==> src/rtl/noc_pkg.sv <==
// Shared definitions for the PE-side NoC endpoint: flit field widths, the
// destination-field extractor and the saturating counter step.
package noc_pkg;

    localparam int unsigned NOC_DATA_W = 36;
    localparam int unsigned NOC_ADDR_W = 4;
    localparam int unsigned MAX_FLIT_W = 64;
    localparam int unsigned MAX_ADDR_W = 16;
    localparam int unsigned MAX_CNT_W  = 32;

    // Destination field is the top addr_w bits of a data_w-bit flit.
    function automatic logic [MAX_ADDR_W-1:0] flit_dest(input logic [MAX_FLIT_W-1:0] flit,
                                                        input int unsigned data_w,
                                                        input int unsigned addr_w);
        logic [MAX_FLIT_W-1:0] shifted;
        shifted = (flit >> (data_w - addr_w)) & ((MAX_FLIT_W'(1) << addr_w) - MAX_FLIT_W'(1));
        return shifted[MAX_ADDR_W-1:0];
    endfunction

    // Increment that sticks at the all-ones value of a width-bit counter.
    function automatic logic [MAX_CNT_W-1:0] sat_inc(input logic [MAX_CNT_W-1:0] value,
                                                     input int unsigned width);
        logic [MAX_CNT_W-1:0] limit;
        limit = (width >= MAX_CNT_W) ? '1 : ((MAX_CNT_W'(1) << width) - MAX_CNT_W'(1));
        return (value >= limit) ? limit : value + MAX_CNT_W'(1);
    endfunction

endpackage

==> src/rtl/noc_flit_fifo.sv <==
// Synchronous flit FIFO with registered full/empty flags presented as
// valid/ready on both sides; storage is not reset, only the pointers are.
module noc_flit_fifo #(
    parameter int unsigned Width = 32,
    parameter int unsigned Depth = 2
) (
    input  logic             clk,
    input  logic             rst_n,
    input  logic [Width-1:0] in_data,
    input  logic             in_valid,
    output logic             in_ready,
    output logic [Width-1:0] out_data,
    output logic             out_valid,
    input  logic             out_ready
);

    localparam int unsigned PtrW = (Depth > 1) ? $clog2(Depth) : 1;

    logic [Width-1:0] mem [Depth];
    logic [PtrW-1:0]  wr_ptr;
    logic [PtrW-1:0]  rd_ptr;
    logic [PtrW:0]    count;
    logic [PtrW:0]    count_next;
    logic             push;
    logic             pop;

    assign push = in_valid & in_ready;
    assign pop  = out_valid & out_ready;

    always_comb begin
        count_next = count;
        if (push && !pop) begin
            count_next = count + 1'b1;
        end else if (pop && !push) begin
            count_next = count - 1'b1;
        end
    end

    // Flags are computed from the post-edge occupancy, so a read while full
    // only reopens the input on the following cycle.
    always_ff @(posedge clk or negedge rst_n) begin
        if (!rst_n) begin
            wr_ptr    <= '0;
            rd_ptr    <= '0;
            count     <= '0;
            in_ready  <= 1'b0;
            out_valid <= 1'b0;
        end else begin
            if (push) wr_ptr <= wr_ptr + 1'b1;
            if (pop)  rd_ptr <= rd_ptr + 1'b1;
            count     <= count_next;
            in_ready  <= (count_next != (PtrW+1)'(Depth));
            out_valid <= (count_next != '0);
        end
    end

    always_ff @(posedge clk) begin
        if (push) mem[wr_ptr] <= in_data;
    end

    assign out_data = mem[rd_ptr];

endmodule

==> src/rtl/noc_pe_endpoint.sv <==
// PE-side network interface: TX skid FIFO toward the switch, address-filtered
// RX FIFO toward the PE, and saturating tx/rx/drop statistics.
module noc_pe_endpoint
    import noc_pkg::*;
#(
    parameter int unsigned DataWidth = NOC_DATA_W,
    parameter int unsigned AddrWidth = NOC_ADDR_W,
    parameter int unsigned MyAddr    = 0,
    parameter int unsigned RxDepth   = 4,
    parameter int unsigned CntWidth  = 16
) (
    input  logic                           i_mclk,
    input  logic                           i_resetn,
    input  logic [AddrWidth-1:0]           i_pe_dest,
    input  logic [DataWidth-AddrWidth-1:0] i_pe_data,
    input  logic                           i_pe_valid,
    output logic                           o_pe_ready,
    output logic [DataWidth-1:0]           o_data,
    output logic                           o_data_valid,
    input  logic                           i_data_ready,
    input  logic [DataWidth-1:0]           i_data,
    input  logic                           i_data_valid,
    output logic                           o_data_ready,
    output logic [DataWidth-AddrWidth-1:0] o_pe_rx_data,
    output logic                           o_pe_rx_valid,
    input  logic                           i_pe_rx_ready,
    input  logic                           i_stat_clr,
    output logic [CntWidth-1:0]            o_tx_cnt,
    output logic [CntWidth-1:0]            o_rx_cnt,
    output logic [CntWidth-1:0]            o_drop_cnt
);

    localparam int unsigned PayW = DataWidth - AddrWidth;

    logic                addr_match;
    logic                rx_accept;
    logic [2:0]          cnt_inc;
    logic [CntWidth-1:0] cnt [3];

    noc_flit_fifo #(.Width(DataWidth), .Depth(2)) u_tx_fifo (
        .clk       (i_mclk),
        .rst_n     (i_resetn),
        .in_data   ({i_pe_dest, i_pe_data}),
        .in_valid  (i_pe_valid),
        .in_ready  (o_pe_ready),
        .out_data  (o_data),
        .out_valid (o_data_valid),
        .out_ready (i_data_ready)
    );

    assign addr_match = (flit_dest(MAX_FLIT_W'(i_data), DataWidth, AddrWidth)
                         == MAX_ADDR_W'(MyAddr));

    // Misrouted flits are never written, but they still see the FIFO's ready,
    // so a full RX FIFO stalls them too.
    noc_flit_fifo #(.Width(PayW), .Depth(RxDepth)) u_rx_fifo (
        .clk       (i_mclk),
        .rst_n     (i_resetn),
        .in_data   (i_data[PayW-1:0]),
        .in_valid  (i_data_valid & addr_match),
        .in_ready  (o_data_ready),
        .out_data  (o_pe_rx_data),
        .out_valid (o_pe_rx_valid),
        .out_ready (i_pe_rx_ready)
    );

    assign rx_accept = i_data_valid & o_data_ready;
    assign cnt_inc   = {rx_accept & ~addr_match,
                        o_pe_rx_valid & i_pe_rx_ready,
                        o_data_valid & i_data_ready};

    always_ff @(posedge i_mclk or negedge i_resetn) begin
        if (!i_resetn) begin
            for (int i = 0; i < 3; i++) cnt[i] <= '0;
        end else begin
            for (int i = 0; i < 3; i++) begin
                if (i_stat_clr) begin
                    cnt[i] <= '0;
                end else if (cnt_inc[i]) begin
                    cnt[i] <= CntWidth'(sat_inc(MAX_CNT_W'(cnt[i]), CntWidth));
                end
            end
        end
    end

    assign o_tx_cnt   = cnt[0];
    assign o_rx_cnt   = cnt[1];
    assign o_drop_cnt = cnt[2];

endmodule

==> config.mk <==
export PLATFORM = sky130hd
export DESIGN_NAME = noc_pe_endpoint
export DESIGN_NICKNAME = d
export VERILOG_FILES = /design/src/rtl/noc_pkg.sv /design/src/rtl/noc_flit_fifo.sv /design/src/rtl/noc_pe_endpoint.sv
export SDC_FILE = /design/constraint.sdc
export NUM_CORES = 1
export LEC_CHECK = 0
export ABC_CLOCK_PERIOD_IN_PS = 3200
export BUFFER_PORTS_ARGS = -buffer_cell sky130_fd_sc_hd__buf_2
export CORE_MARGIN = 3
export CORE_UTILIZATION = 27
export DETAILED_ROUTE_END_ITERATION = 6
export HOLD_SLACK_MARGIN = 0.02
export MAX_ROUTING_LAYER = met4
export SLEW_MARGIN = 20
export SYNTH_ARGS = -nofsm -noshare
export SYNTH_HDL_FRONTEND = slang
export SYNTH_SLANG_ARGS = --single-unit
==> constraint.sdc <==
create_clock -name i_mclk -period 3.2 [get_ports i_mclk]
set_input_delay 0.16 -clock i_mclk [delete_from_list [all_inputs] [get_ports i_mclk]]
set_output_delay 0.16 -clock i_mclk [all_outputs]
set_load 0.005 [all_outputs]
==> results.cfg <==
[status]
outcome = completed

[cts]
cts-root-buf = clkbuf_16
clock_latency_ps = 570
cts_inserted_buffers = 30
cts_tree = built
h-tree-depth = 1
cts_buffer_depth = 3
clock-sinks = 263
path_clk_slew_ps = 60

[place]
place_congestion = 0.820
hpwl_um = 16200
port_buffers = 198
dp_cells = 1336

[timing]
rsz0062_at_grt = no
setup-tns-final_ps = 0
clock.fmax_ghz = 0.408
min_period_ps = 2450
finalHoldViolCount = 0
skew_ps = 19.2
setup_viol = 0
max_slew_margin_pct = 32.3
finalMaxSlewViolations = 0
finalCritPeriodShare_pct = 76.5
tightest_slew_ps = 1020

[critical_path]
cp_slowest_stage_delay_ps = 590
path_class = register to register
r2r_end = o_tx_cnt[10]$_DFFE_PN0P_
path_buf_inv = 0
cp_slowest_cell = or4_4
end_kind = register
startpoint_type = register
worst_ep_required_time_ps = 3650
crit_chain = ha_1 -> nand4_2 -> or4_4 -> or2_0 -> a311oi_2
reg2reg_slack_ps = 750
crit_start = o_tx_cnt[0]$_DFFE_PN0P_
r2r_cells = 5
path_delay_family = simple AND/OR/NAND/NOR gates
endpoint = o_tx_cnt[10]$_DFFE_PN0P_
cp.arrival_ps = 2900
cp.depth = 5
rr_startpoint = o_tx_cnt[0]$_DFFE_PN0P_
cp_max_fo = 9

[pwr]
powerDensity_nw_per_um2 = 715
worst_ir_drop_vdd_mv = 0.482
p_leak_nw = 5.22

[synth]
ys.flop_type = edfxtp_1
avgSynthCellArea_um2 = 16.7
synth-edff-count = 200
yosysWarningCount = 0
seq_area_frac_synth_pct = 71.1
synth_area_um2 = 10700
syn_nets = 727
postSynth.asyncResetShare_pct = 24.0
yosys.cell_types.count = 54
syn_inst = 639
synth_seq_cells = 263

[global_routing]
grt_max_degree = 49
gr-total-overflow = 0
gr-usage-all-layers_pct = 12.1
grt_pass1_wl_um = 39100
antenna_found_initial = 0
grt_pass1_vias = 6812

[worst_hold_path]
hp-class = input port to async pin

[floorplan]
die_w_um = 205
num_rows = 72
start_util_pct = 27.5
core_area_um2 = 38800
die_h_um = 205
dieArea_um2 = 41900
pin_count = 199

[drt]
drtPass1Iterations = 5
drtAntennaViolNets = 0
drt_wl_total_um = 25400
drtIter0Drc = 348
vias_per_cell = 4.64
drt-wirelength-per-cell_um = 17.4
drc = 0
vias = 6794

[layout]
area_growth_pct = 31.5
fill_cells = 3692
nets = 1009
final_cells = 1463
antennaDiodeCount = 0
layout-drive-gt1-share_pct = 36.4

[job]
cap_violations = 0
-- per-stage QoR --
| stage | hold slack [ps] | util [%] | total power [W] | setup slack (ps) | instance area [um2] |
|---|---|---|---|---|---|
| floorplan | -136 | - | 0.00562 | 745 | 10700 |
| global route | 62.0 | 36.1 | 0.0106 | 614 | 14000 |
| CTS | 57.1 | 36.1 | 0.0102 | 730 | 14000 |
| detailed placement | 352 | 31.7 | 0.00657 | 771 | 12300 |
| finish | 46.4 | 36.1 | 0.0100 | 751 | 14000 |
| global placement | 348 | 31.7 | 0.00654 | 878 | 12300 |
-- area by class of cell --
cell class,instances,area (um2),area share (%)
well taps,518,648,4.62
clock buffers,38,791,5.64
inverters,10,37.5,0.268
flip-flops and latches,263,7580,54.0
repair buffers,276,1790,12.8
multi-input cells,340,2960,21.1
clock inverters,18,226,1.61
-- flip-flops by register name, summed over array words and instances (netlist names), 2 cells and up --
name / cells
u_rx_fifo.wr_ptr: 2
u_tx_fifo.mem: 72
o_drop_cnt: 16
u_rx_fifo.mem: 128
u_rx_fifo.rd_ptr: 2
u_tx_fifo.count: 2
o_tx_cnt: 16
o_rx_cnt: 16
u_rx_fifo.count: 3
-- repair_timing --
action / 4_1_cts / 5_1_grt
setup buffers: 0 / 0
hold buffers: 70 / 0
hold endpoints to repair: 241 / 0
gates resized for setup: 0 / 0
setup endpoints to repair: 0 / 0
-- cell usage after synthesis (8+ instances only) --
| cell type | instances | area [um2] |
|---|---|---|
| a31oi_1 | 16 | 100 |
| and2_1 | 9 | 56.3 |
| clkbuf_1 | 17 | 63.8 |
| and3_1 | 16 | 100 |
| nand2_1 | 21 | 78.8 |
| xnor2_1 | 8 | 70.1 |
| nor2_1 | 29 | 109 |
| a21oi_1 | 19 | 95.1 |
| a211oi_1 | 20 | 150 |
| edfxtp_1 | 200 | 6010 |
| o21ai_0 | 9 | 45.0 |
| inv_1 | 10 | 37.5 |
| mux4_2 | 32 | 721 |
| nand3_1 | 18 | 90.1 |
| ha_1 | 9 | 113 |
| nand4_1 | 8 | 50.1 |
| dfrtp_1 | 63 | 1580 |
| nor3_1 | 15 | 75.1 |
| mux2_2 | 36 | 405 |
-- per-layer routing --
| layer | up-vias | wire length, um | share of wire (%) | track usage, % |
|---|---|---|---|---|
| met1 | 3404 | 10800 | 43 | 15.5 |
| met5 | - | 0 | 0 | - |
| met3 | 44 | 1870 | 7.3 | 3.42 |
| met2 | 213 | 12200 | 48 | 19.0 |
| li1 | 3133 | - | - | - |
| met4 | 0 | 529 | 2.1 | 2.83 |
-- cell usage in the layout (no fill, tap or decap), types with 6 or more instances in the layout --
master         count
a21oi_1           19
nand2_1           21
buf_2            198
nand4_1            8
mux2_2            36
mux4_2            32
a41oi_1            6
clkbuf_1           7
edfxtp_1         200
o21ai_0            9
nor3_1            15
a211oi_1          20
and3_1            12
nor2_1            28
dlygate4sd3_1     70
a31oi_1           16
and2_1             9
and4_1             6
dfrtp_1           62
clkbuf_16         30
o21bai_1           6
nand3_1           18
ha_1               9
inv_1             10
xnor2_1            8
-- where the power goes --
part / leakage, nW / internal, W / total (W) / switching [W]
Combinational: 2.08 / 0.00117 / 0.00227 / 0.00109
Clock: 0.494 / 0.00215 / 0.00352 / 0.00137
Sequential: 2.65 / 0.00404 / 0.00425 / 0.000210
-- logic make-up after synthesis --
kind of cell | synth area share, %
fa+ha+maj | 1.06
simple gates | 8.02
flops | 71.1
mux | 10.8
buf+inv | 1.40
xor+xnor | 0.739
compound gates | 6.87
-- how the worst min path moves through the flow --
stage,startpoint,to,slack [ps],cells past startpoint
floorplan,i_resetn,o_drop_cnt[0]$_DFFE_PN0P_,-140,0
global placement,i_pe_data[10],u_tx_fifo.mem[0][10]$_DFFE_PP_,350,1
detailed placement,i_pe_dest[1],u_tx_fifo.mem[1][33]$_DFFE_PP_,350,1
CTS,i_data_ready,u_tx_fifo.rd_ptr$_DFFE_PN0P_,60,3
global route,i_resetn,u_tx_fifo.out_valid$_DFF_PN0_,60,2
finish,i_resetn,u_tx_fifo.out_valid$_DFF_PN0_,50,2
Note: power is estimated with default switching activity, not from simulation.
